`src/rtl/processor_ctrl.sv`:
```
// Fetch/decode/execute sequencer for the 8-bit R0/R1 datapath; owns the program counter.
// Optional feature: define PROC_CTRL_BRANCH_EN to enable JMP (8) and JZ (9); otherwise they run as NOP.
module processor_ctrl #(
    parameter int ADDR_W  = 5,
    parameter int INSTR_W = 8
) (
    input  logic               clk,
    input  logic               rst,
    input  logic               run,
    output logic               prog_rd,
    output logic [ADDR_W-1:0]  prog_addr,
    input  logic               prog_ack,
    input  logic [INSTR_W-1:0] prog_data,
    input  logic               alu_zero,
    output logic               load_en,
    output logic               store_en,
    output logic               R0_ce,
    output logic               R1_ce,
    output logic               R0_oe,
    output logic               R1_oe,
    output logic [1:0]         alu_op,
    output logic [INSTR_W-5:0] imm,
    output logic [3:0]         instr_code,
    output logic               halted
);
    localparam int IMM_W = INSTR_W - 4;

    typedef enum logic [2:0] {
        S_IDLE   = 3'd0,
        S_FETCH  = 3'd1,
        S_DECODE = 3'd2,
        S_EXEC   = 3'd3,
        S_HALT   = 3'd4
    } state_t;

    state_t               state_r, state_s;
    logic [INSTR_W-1:0]   instr_r;
    logic [ADDR_W-1:0]    pc_r, pc_s;
    logic [3:0]           opcode_s;
    logic [ADDR_W-1:0]    target_s;
    logic                 prog_rd_r, halted_r;
    logic                 load_en_r, store_en_r, r0_ce_r, r1_ce_r, r0_oe_r, r1_oe_r;
    logic                 load_en_s, store_en_s, r0_ce_s, r1_ce_s, r0_oe_s, r1_oe_s;
    logic [1:0]           alu_op_r, alu_op_s;

    assign opcode_s = instr_r[INSTR_W-1:INSTR_W-4];
    assign target_s = ADDR_W'(instr_r[IMM_W-1:0]);

`ifndef PROC_CTRL_BRANCH_EN
    logic unused_alu_zero_s;
    assign unused_alu_zero_s = alu_zero;
`endif

    // Next-state selection
    always_comb begin
        state_s = state_r;
        case (state_r)
            S_IDLE: begin
                if (run) state_s = S_FETCH;
                else     state_s = S_IDLE;
            end
            S_FETCH: begin
                if (prog_ack) state_s = S_DECODE;
                else          state_s = S_FETCH;
            end
            S_DECODE: state_s = S_EXEC;
            S_EXEC: begin
                if (opcode_s == 4'hF) state_s = S_HALT;
                else                  state_s = S_FETCH;
            end
            S_HALT:  state_s = S_HALT;
            default: state_s = S_IDLE;
        endcase
    end

    // Program counter advance; HALT leaves the PC on the halting instruction
    always_comb begin
        pc_s = pc_r;
        if (state_r == S_EXEC) begin
            if (opcode_s == 4'hF) begin
                pc_s = pc_r;
            end
`ifdef PROC_CTRL_BRANCH_EN
            else if ((opcode_s == 4'h8) || ((opcode_s == 4'h9) && alu_zero)) begin
                pc_s = target_s;
            end
`endif
            else begin
                pc_s = pc_r + ADDR_W'(1);
            end
        end else begin
            pc_s = pc_r;
        end
    end

    // Strobes are computed during DECODE so the registered copies are high only in EXEC
    always_comb begin
        load_en_s  = 1'b0;
        store_en_s = 1'b0;
        r0_ce_s    = 1'b0;
        r1_ce_s    = 1'b0;
        r0_oe_s    = 1'b0;
        r1_oe_s    = 1'b0;
        alu_op_s   = 2'b00;
        if (state_r == S_DECODE) begin
            case (opcode_s)
                4'h1: begin load_en_s  = 1'b1; r0_ce_s = 1'b1; end
                4'h2: begin load_en_s  = 1'b1; r1_ce_s = 1'b1; end
                4'h3: begin store_en_s = 1'b1; r0_oe_s = 1'b1; end
                4'h4: begin store_en_s = 1'b1; r1_oe_s = 1'b1; end
                4'h5: begin r0_oe_s    = 1'b1; r1_ce_s = 1'b1; end
                4'h6: begin r0_ce_s    = 1'b1; alu_op_s = 2'b01; end
                4'h7: begin r0_ce_s    = 1'b1; alu_op_s = 2'b10; end
                default: begin
                    load_en_s = 1'b0;
                end
            endcase
        end else begin
            load_en_s = 1'b0;
        end
    end

    // State, PC, instruction latch and registered outputs
    always_ff @(posedge clk or posedge rst) begin
        if (rst) begin
            state_r    <= S_IDLE;
            pc_r       <= '0;
            instr_r    <= '0;
            prog_rd_r  <= 1'b0;
            halted_r   <= 1'b0;
            load_en_r  <= 1'b0;
            store_en_r <= 1'b0;
            r0_ce_r    <= 1'b0;
            r1_ce_r    <= 1'b0;
            r0_oe_r    <= 1'b0;
            r1_oe_r    <= 1'b0;
            alu_op_r   <= 2'b00;
        end else begin
            state_r    <= state_s;
            pc_r       <= pc_s;
            if ((state_r == S_FETCH) && prog_ack) instr_r <= prog_data;
            else                                  instr_r <= instr_r;
            prog_rd_r  <= (state_s == S_FETCH);
            halted_r   <= (state_s == S_HALT);
            load_en_r  <= load_en_s;
            store_en_r <= store_en_s;
            r0_ce_r    <= r0_ce_s;
            r1_ce_r    <= r1_ce_s;
            r0_oe_r    <= r0_oe_s;
            r1_oe_r    <= r1_oe_s;
            alu_op_r   <= alu_op_s;
        end
    end

    assign prog_rd    = prog_rd_r;
    assign prog_addr  = pc_r;
    assign load_en    = load_en_r;
    assign store_en   = store_en_r;
    assign R0_ce      = r0_ce_r;
    assign R1_ce      = r1_ce_r;
    assign R0_oe      = r0_oe_r;
    assign R1_oe      = r1_oe_r;
    assign alu_op     = alu_op_r;
    assign imm        = instr_r[IMM_W-1:0];
    assign instr_code = opcode_s;
    assign halted     = halted_r;
endmodule

```
`config.mk`:
```
export PLATFORM = sky130hd
export DESIGN_NAME = processor_ctrl
export DESIGN_NICKNAME = d
export VERILOG_FILES = /design/src/rtl/processor_ctrl.sv
export SDC_FILE = /design/constraint.sdc
export NUM_CORES = 1
export LEC_CHECK = 0
export ABC_AREA = 1
export ABC_CLOCK_PERIOD_IN_PS = 1340
export CAP_MARGIN = 20
export CELL_PAD_IN_SITES_DETAIL_PLACEMENT = 2
export CELL_PAD_IN_SITES_GLOBAL_PLACEMENT = 2
export CORE_MARGIN = 3
export CORE_UTILIZATION = 26
export CTS_CLUSTER_DIAMETER = 50
export DETAILED_ROUTE_END_ITERATION = 6
export HOLD_SLACK_MARGIN = 0.06
export PLACE_DENSITY = 0.73
export SLEW_MARGIN = 20
export SYNTH_ARGS = -nofsm -noshare
export SYNTH_HDL_FRONTEND = slang
export SYNTH_SLANG_ARGS = --single-unit
```
`constraint.sdc`:
```
create_clock -name clk -period 1.34 [get_ports clk]
set_clock_uncertainty 0.15 [all_clocks]
set_input_delay 0.134 -clock clk [delete_from_list [all_inputs] [get_ports clk]]
set_output_delay 0.134 -clock clk [all_outputs]
set_load 0.01 [all_outputs]
```
==> results of run 1 <==
## worst max path at each step
stage | from | end | slack [ns] | depth (start not counted)
after floorplan | instr_r[5] | prog_addr[2] | 0.09 | 6
after global placement | prog_ack | instr_r[5] | -0.04 | 4
after detailed placement | prog_ack | instr_r[4] | -0.07 | 4
after CTS | instr_r[7] | R1_ce | -0.03 | 5
after global routing | state_r[0] | R0_oe | -0.06 | 5
final | instr_r[7] | R1_ce | -0.006 | 5
## cell usage in the layout, fill, tap and decap left out, types with 2 or more instances in the layout
master | netlist | routed
dlygate4sd2_1 | 0 | 22
dfrtp_1 | 26 | 21
nand2_1 | 23 | 18
buf_4 | 0 | 14
inv_1 | 14 | 12
clkdlybuf4s50_1 | 0 | 11
o21ai_2 | 5 | 7
a21oi_2 | 3 | 6
nor2_4 | 2 | 5
nand3_2 | 0 | 5
nor2_2 | 0 | 5
dfrtp_2 | 0 | 5
nand3_1 | 9 | 4
nor2_1 | 12 | 4
nand2_2 | 0 | 4
clkbuf_8 | 0 | 4
inv_2 | 1 | 3
nand3_4 | 1 | 3
xnor2_1 | 3 | 3
o31ai_1 | 2 | 2
buf_12 | 0 | 2
## area by class of cell
| cell class | instances | share of cell area, % |
|---|---|---|
| clock buffer | 4 | 2.985 |
| tap | 50 | 3.392 |
| inverter | 15 | 3.053 |
| sequential | 26 | 35.62 |
| timing repair buffer | 52 | 25.98 |
| multi-input combinational | 72 | 28.97 |
## synthesized netlist by cell type (all sizes together)
| cell | instances |
|---|---|
| buf | 1 |
| nand2 | 23 |
| dfrtp | 26 |
| clkbuf | 1 |
| o21ai | 9 |
| nor4 | 1 |
| ha | 1 |
| xnor2 | 3 |
| nand3 | 10 |
| nor2 | 14 |
| xor2 | 1 |
| a21oi | 6 |
| o31ai | 2 |
| inv | 15 |
## metrics by stage
step | TNS (ns) | instance area (um^2) | power, mW
floorplan | 0 | 1114 | 2.112
detailed placement | -0.6454 | 1580 | 2.976
CTS | -0.03347 | 1724 | 3.670
finish | -0.005736 | 1844 | 3.992
global placement | -0.1262 | 1580 | 2.875
global route | -0.6044 | 1844 | 4.281
## state kept, by name, indices dropped and copies added, names as in the netlist
| name | cells |
|---|---|
| R1_ce | 1 |
| R0_oe | 1 |
| state_r | 3 |
| load_en | 1 |
| halted | 1 |
| store_en | 1 |
| R0_ce | 1 |
| alu_op | 2 |
| prog_addr | 5 |
| instr_r | 8 |
| R1_oe | 1 |
| prog_rd | 1 |
## routing by layer
metal | routed length, um | vias to the layer above | share of wire [%] | track usage [%]
li1 | - | 477 | - | -
met1 | 1409 | 503 | 39 | 15.02
met2 | 1994 | 30 | 55 | 26.84
met3 | 199 | 6 | 5.4 | 3.927
met4 | 55 | 0 | 1.5 | 5.010
met5 | 0 | - | 0 | 0
## cell families (layout without fill, tap and decap cells)
logic type | after synthesis | count (layout) | share of synthesized area (%)
buffers and inverters | 17 | 71 | 6.516
AOI/OAI and AO/OA | 17 | 17 | 10.79
xor gates and xnor gates | 4 | 4 | 3.147
DFF | 26 | 26 | 58.43
and+or+nand+nor | 48 | 50 | 20.00
adders and majority gates | 1 | 1 | 1.123
## timing repair
item                                   in CTS  in global routing
hold buffers                                1                  0
setup buffers                               7                  1
gates resized for setup                    35                 30
setup endpoints to repair                  38                 24
gates cloned                                1                  1
pin swaps                                   2                 14
endpoints found under the hold margin      26                  0
## report_power, final
group / total, mW / switching (mW) / internal [mW]
logic: 2.19 / 1.22 / 0.970
registers: 1.27 / 0.209 / 1.06
clock network: 0.533 / 0.269 / 0.264
total: 3.99 / 1.70 / 2.29
## critical path, cell delays in order (launching register included)
cell and delay (ns):
dfrtp_2 0.43, buf_6 0.13, buf_4 0.16, nor2_4 0.16, nand3_4 0.12, a21oi_2 0.14
==> metrics.yaml, run 1 <==
timing:
  fin_hold_ws_ns: 0.2427
  setup_ws_ns: -0.005736
  worst_slew_pin_slew_ns: 0.2987
  rsz0062_at_grt: "true"
  hold_violations: 0
  period_needed_ns: 1.346
  relSlewSlack_pct: 80.02
  max_freq_mhz: 743.1
  slew_violations: 0
  setup_violations: 1
  period_share_pct: 100.4
yosys:
  yosys-top-cells-area: "dfrtp_1 58%, nand2_1 7.8%, inv_1 4.7%"
  synth_cells: 113
  ys_seq_area_share_pct: 58.43
  synth_top_area_share_pct: 58.43
  ys_types: 20
  avgSynthCellArea_um2: 9.855
  syn_nets: 127
  ys_ff_latch: 26
  synth_warnings: 0
  syn_area_um2: 1114
  yosysTopAreaCell: "dfrtp_1"
setup_path:
  r2r_cells: 5
  cp.arrival_ns: 1.42
  cp.required_ns: 1.41
  crit_path_max_fanout: 4
  critPathKind: "register to register"
  startpoint_type: "register"
  r2r-start: "instr_r[7]"
  r2r_end: "R1_ce"
  ff2ff_setup_slack_ns: -0.006
  endpoint_kind: "register"
placed_design:
  hpwlAfterDp_mm: 2.259
  dp.cells: 204
  port_buffers: 34
  gp_congestion: 0.7446
  place_ws_ns: -0.07138
layout:
  seq_area_um2: 656.9
  diodes: 0
  drive_gt1_share_pct: 39.05
  syn2layout_area_growth_pct: 65.62
  n_fill_cell: 422
  nNetsFinal: 184
  fin_util_pct: 45.45
  multiInputGateArea_um2: 534.3
  final_cell_count_no_fill: 219
flow_run:
  cap_violations: 0
power:
  power_density_nw_per_um2: 2165
  ir_drop_uv: 897.6
  leakagePower_nw: 0.8984
cts:
  clock_path_buffers: 2
  cts.clk_slew.worst_paths_ns: 0.10
  htree_levels: 1
  cts_tree: "yes"
  numCtsBuffers: 3
  cts_root_buf: "clkbuf_8"
  clock_latency_ns: 0.28
  cts_sinks: 26
global_routing:
  grt_pass1_vias: 1159
  grt_max_degree: 27
  antenna_found_initial: 0
  grtUsageTotal_pct: 14.25
  grt_pass1_wl_mm: 5.582
  grt-ovfl-total: 0
outcome:
  violations: "negative setup slack"
  outcome: "complete, but fails checks"
die:
  initial_core_util_pct: 27.44
  ioPinCount: 36
  fp.dieH_um: 71.45
  core_um2: 4058
  num_rows: 23
  fp.dieArea_um2: 5104
  die_w_um: 71.45
route:
  drc: 0
  vias_per_cell: 4.639
  routedWlPerCell_um: 16.70
  ant_nets: 0
  wirelength_mm: 3.658
  drt_iter0_markers: 35
  via_count: 1016
  firstDrtPassIters: 4
min_path:
  min_path_cells: 3
  min-delay-start: "prog_data[3]"
  hold_class: "input port to register"
  min_delay_worst_endpoint: "instr_r[3]"
Note: power is estimated with default switching activity, not from simulation.
==> run 2: changes to the inputs <==
- CORE_MARGIN: 3 -> 5
==> run 2 against run 1 <==
Compared with the run above: the run now ends clean; combinational power down 12%; die area up 12%; clock power down 20%; power down 9.0%; hold slack better by 0.016 ns; clock-buffer cell count down 1; routed wire length down 7.6%; final area down 4.7%; critical endpoint is now prog_addr[0].
==> metrics.yaml, run 2 (synthesis gave the netlist of run 1 again) <==
outcome:
  outcome: "completed"  # was complete, but fails checks
layout:
  regMostFlops: "instr_r"  # unchanged
  layout_commonest_cell: "dfrtp_1"  # was dlygate4sd2_1
  seq_area_um2: 654.4  # was 656.9 um^2
  largest_register_ffs: 8  # unchanged
  final_cell_count_no_fill: 220  # was 219
  syn2layout_area_growth_pct: 57.87  # was 65.62%
  nNetsFinal: 186  # was 184
  drive_gt1_share_pct: 31.18  # was 39.05%
  n_fill_cell: 450  # was 422
  layout_common_cells: "23 x dfrtp_1, 22 x dlygate4sd2_1, 17 x nand2_1"  # was 22 x dlygate4sd2_1, 21 x dfrtp_1, 18 x nand2_1
  multiInputGateArea_um2: 440.4  # was 534.3 um^2
  diodes: 0  # unchanged
cts:
  clock_latency_ns: 0.26  # was 0.28 ns
  clock_path_buffers: 2  # unchanged
  numCtsBuffers: 3  # unchanged
  htree_levels: 1  # unchanged
  cts_sinks: 26  # unchanged
  cts_tree: "yes"  # unchanged
  cts_root_buf: "clkbuf_8"  # unchanged
  cts.clk_slew.worst_paths_ns: 0.08  # was 0.10 ns
die:
  fp.dieArea_um2: 5692  # was 5104 um^2
  num_rows: 23  # unchanged
  ioPinCount: 36  # unchanged
  die_w_um: 75.45  # was 71.45 um
  fp.dieH_um: 75.45  # was 71.45 um
  core_um2: 4086  # was 4058 um^2
  initial_core_util_pct: 27.25  # was 27.44%
global_routing:
  grt_pass1_vias: 1174  # was 1159
  grtUsageTotal_pct: 12.90  # was 14.25%
  antenna_found_initial: 0  # unchanged
  grt-ovfl-total: 0  # unchanged
  grt_pass1_wl_mm: 5.568  # was 5.582 mm
  grt_max_degree: 27  # unchanged
timing:
  period_needed_ns: 1.326  # was 1.346 ns
  max_freq_mhz: 754.1  # was 743.1 MHz
  period_share_pct: 98.96  # was 100.4%
  worst_slew_pin_slew_ns: 0.2540  # was 0.2987 ns
  setup_violations: 0  # was 1
  rsz0062_at_grt: "true"  # unchanged
  slew_violations: 0  # unchanged
  relSlewSlack_pct: 82.92  # was 80.02%
  hold_violations: 0  # unchanged
setup_path:
  startpoint_type: "register"  # unchanged
  cp.arrival_ns: 1.37  # was 1.42 ns
  critPathKind: "register to register"  # unchanged
  cp.required_ns: 1.38  # was 1.41 ns
  endpoint_kind: "register"  # unchanged
  crit_path_max_fanout: 6  # was 4
route:
  firstDrtPassIters: 3  # was 4
  routedWlPerCell_um: 15.36  # was 16.70 um
  wirelength_mm: 3.379  # was 3.658 mm
  drt_iter0_markers: 5  # was 35
  via_count: 990  # was 1016
  vias_per_cell: 4.500  # was 4.639
  ant_nets: 0  # unchanged
  drc: 0  # unchanged
power:
  power_density_nw_per_um2: 2066  # was 2165 nW/um^2
  ir_drop_uv: 685.0  # was 897.6 uV
  p_total_mw: 3.632  # was 3.992 mW
  leakagePower_nw: 0.8900  # was 0.8984 nW
placed_design:
  port_buffers: 34  # unchanged
  hpwlAfterDp_mm: 2.407  # was 2.259 mm
  gp_congestion: 0.7768  # was 0.7446
  dp.cells: 204  # unchanged
min_path:
  hold_class: "input port to register"  # unchanged
flow_run:
  cap_violations: 0  # unchanged
## run 2: power by group
group	internal (mW)	switching [mW]	leakage, nW
clock network	0.201	0.229	0.0216
registers	1.06	0.216	0.331
logic	0.909	1.02	0.537
## run 2: stage by stage
stage	hold WS (ns)	cell area, um^2	setup WS (ns)	TNS, ns	util [%]
floorplan	0.02402	1114	0.09325	0	-
global placement	0.3188	1580	-0.04608	-0.1924	38.67
detailed placement	0.3267	1580	-0.1224	-1.074	38.67
CTS	0.2571	1673	-0.006717	-0.006717	40.94
global route	0.2665	1758	-0.08335	-1.021	43.02
finish	0.2590	1758	0.01396	0	43.02
## run 2: what timing repair did
item,4_1_cts,5_1_grt
hold endpoints to repair,26,0
pin swaps,2,5
resized for setup,29,18
setup buffers,8,3
endpoints found under the setup margin,36,21
cloned,0,1
hold buffers,1,0
## run 2: cell type report
cell class / instances / area share, %
flip-flops and latches: 26 / 37.22
repair buffers: 55 / 28.47
multi-input cells: 71 / 25.05
well taps: 50 / 3.559
inverters: 15 / 3.345
clock buffers: 3 / 2.349
## run 2: path summary, 6_finish.rpt
path / start / to / slack (ns) / cells past startpoint
worst max register to register: state_r[2] / prog_addr[0] / 0.01 / 5
worst max-delay path: state_r[2] / prog_addr[0] / 0.01 / 5
min in group asynchronous: rst / R0_oe / 0.61 / 4
worst min-delay path: prog_data[2] / instr_r[2] / 0.26 / 3
max in group asynchronous: rst / state_r[1] / 0.27 / 4
worst min register to register: instr_r[2] / instr_r[2] / 0.35 / 2
## run 2: worst max-delay path: stages, from the launching register on
cell	delay [ns]
dfrtp_1	0.44
inv_2	0.11
nand3_4	0.08
nor2_4	0.22
buf_6	0.13
xor2_1	0.13
## run 2: layer usage
| metal | share of wire, % | track usage, % | up-vias | wire length, um |
|---|---|---|---|---|
| met2 | 55 | 24.45 | 25 | 1858 |
| met1 | 39 | 14.53 | 490 | 1306 |
| met4 | 0.62 | 3.495 | 0 | 21 |
| li1 | - | - | 473 | - |
| met5 | 0 | 0 | - | 0 |
| met3 | 5.7 | 2.639 | 2 | 194 |
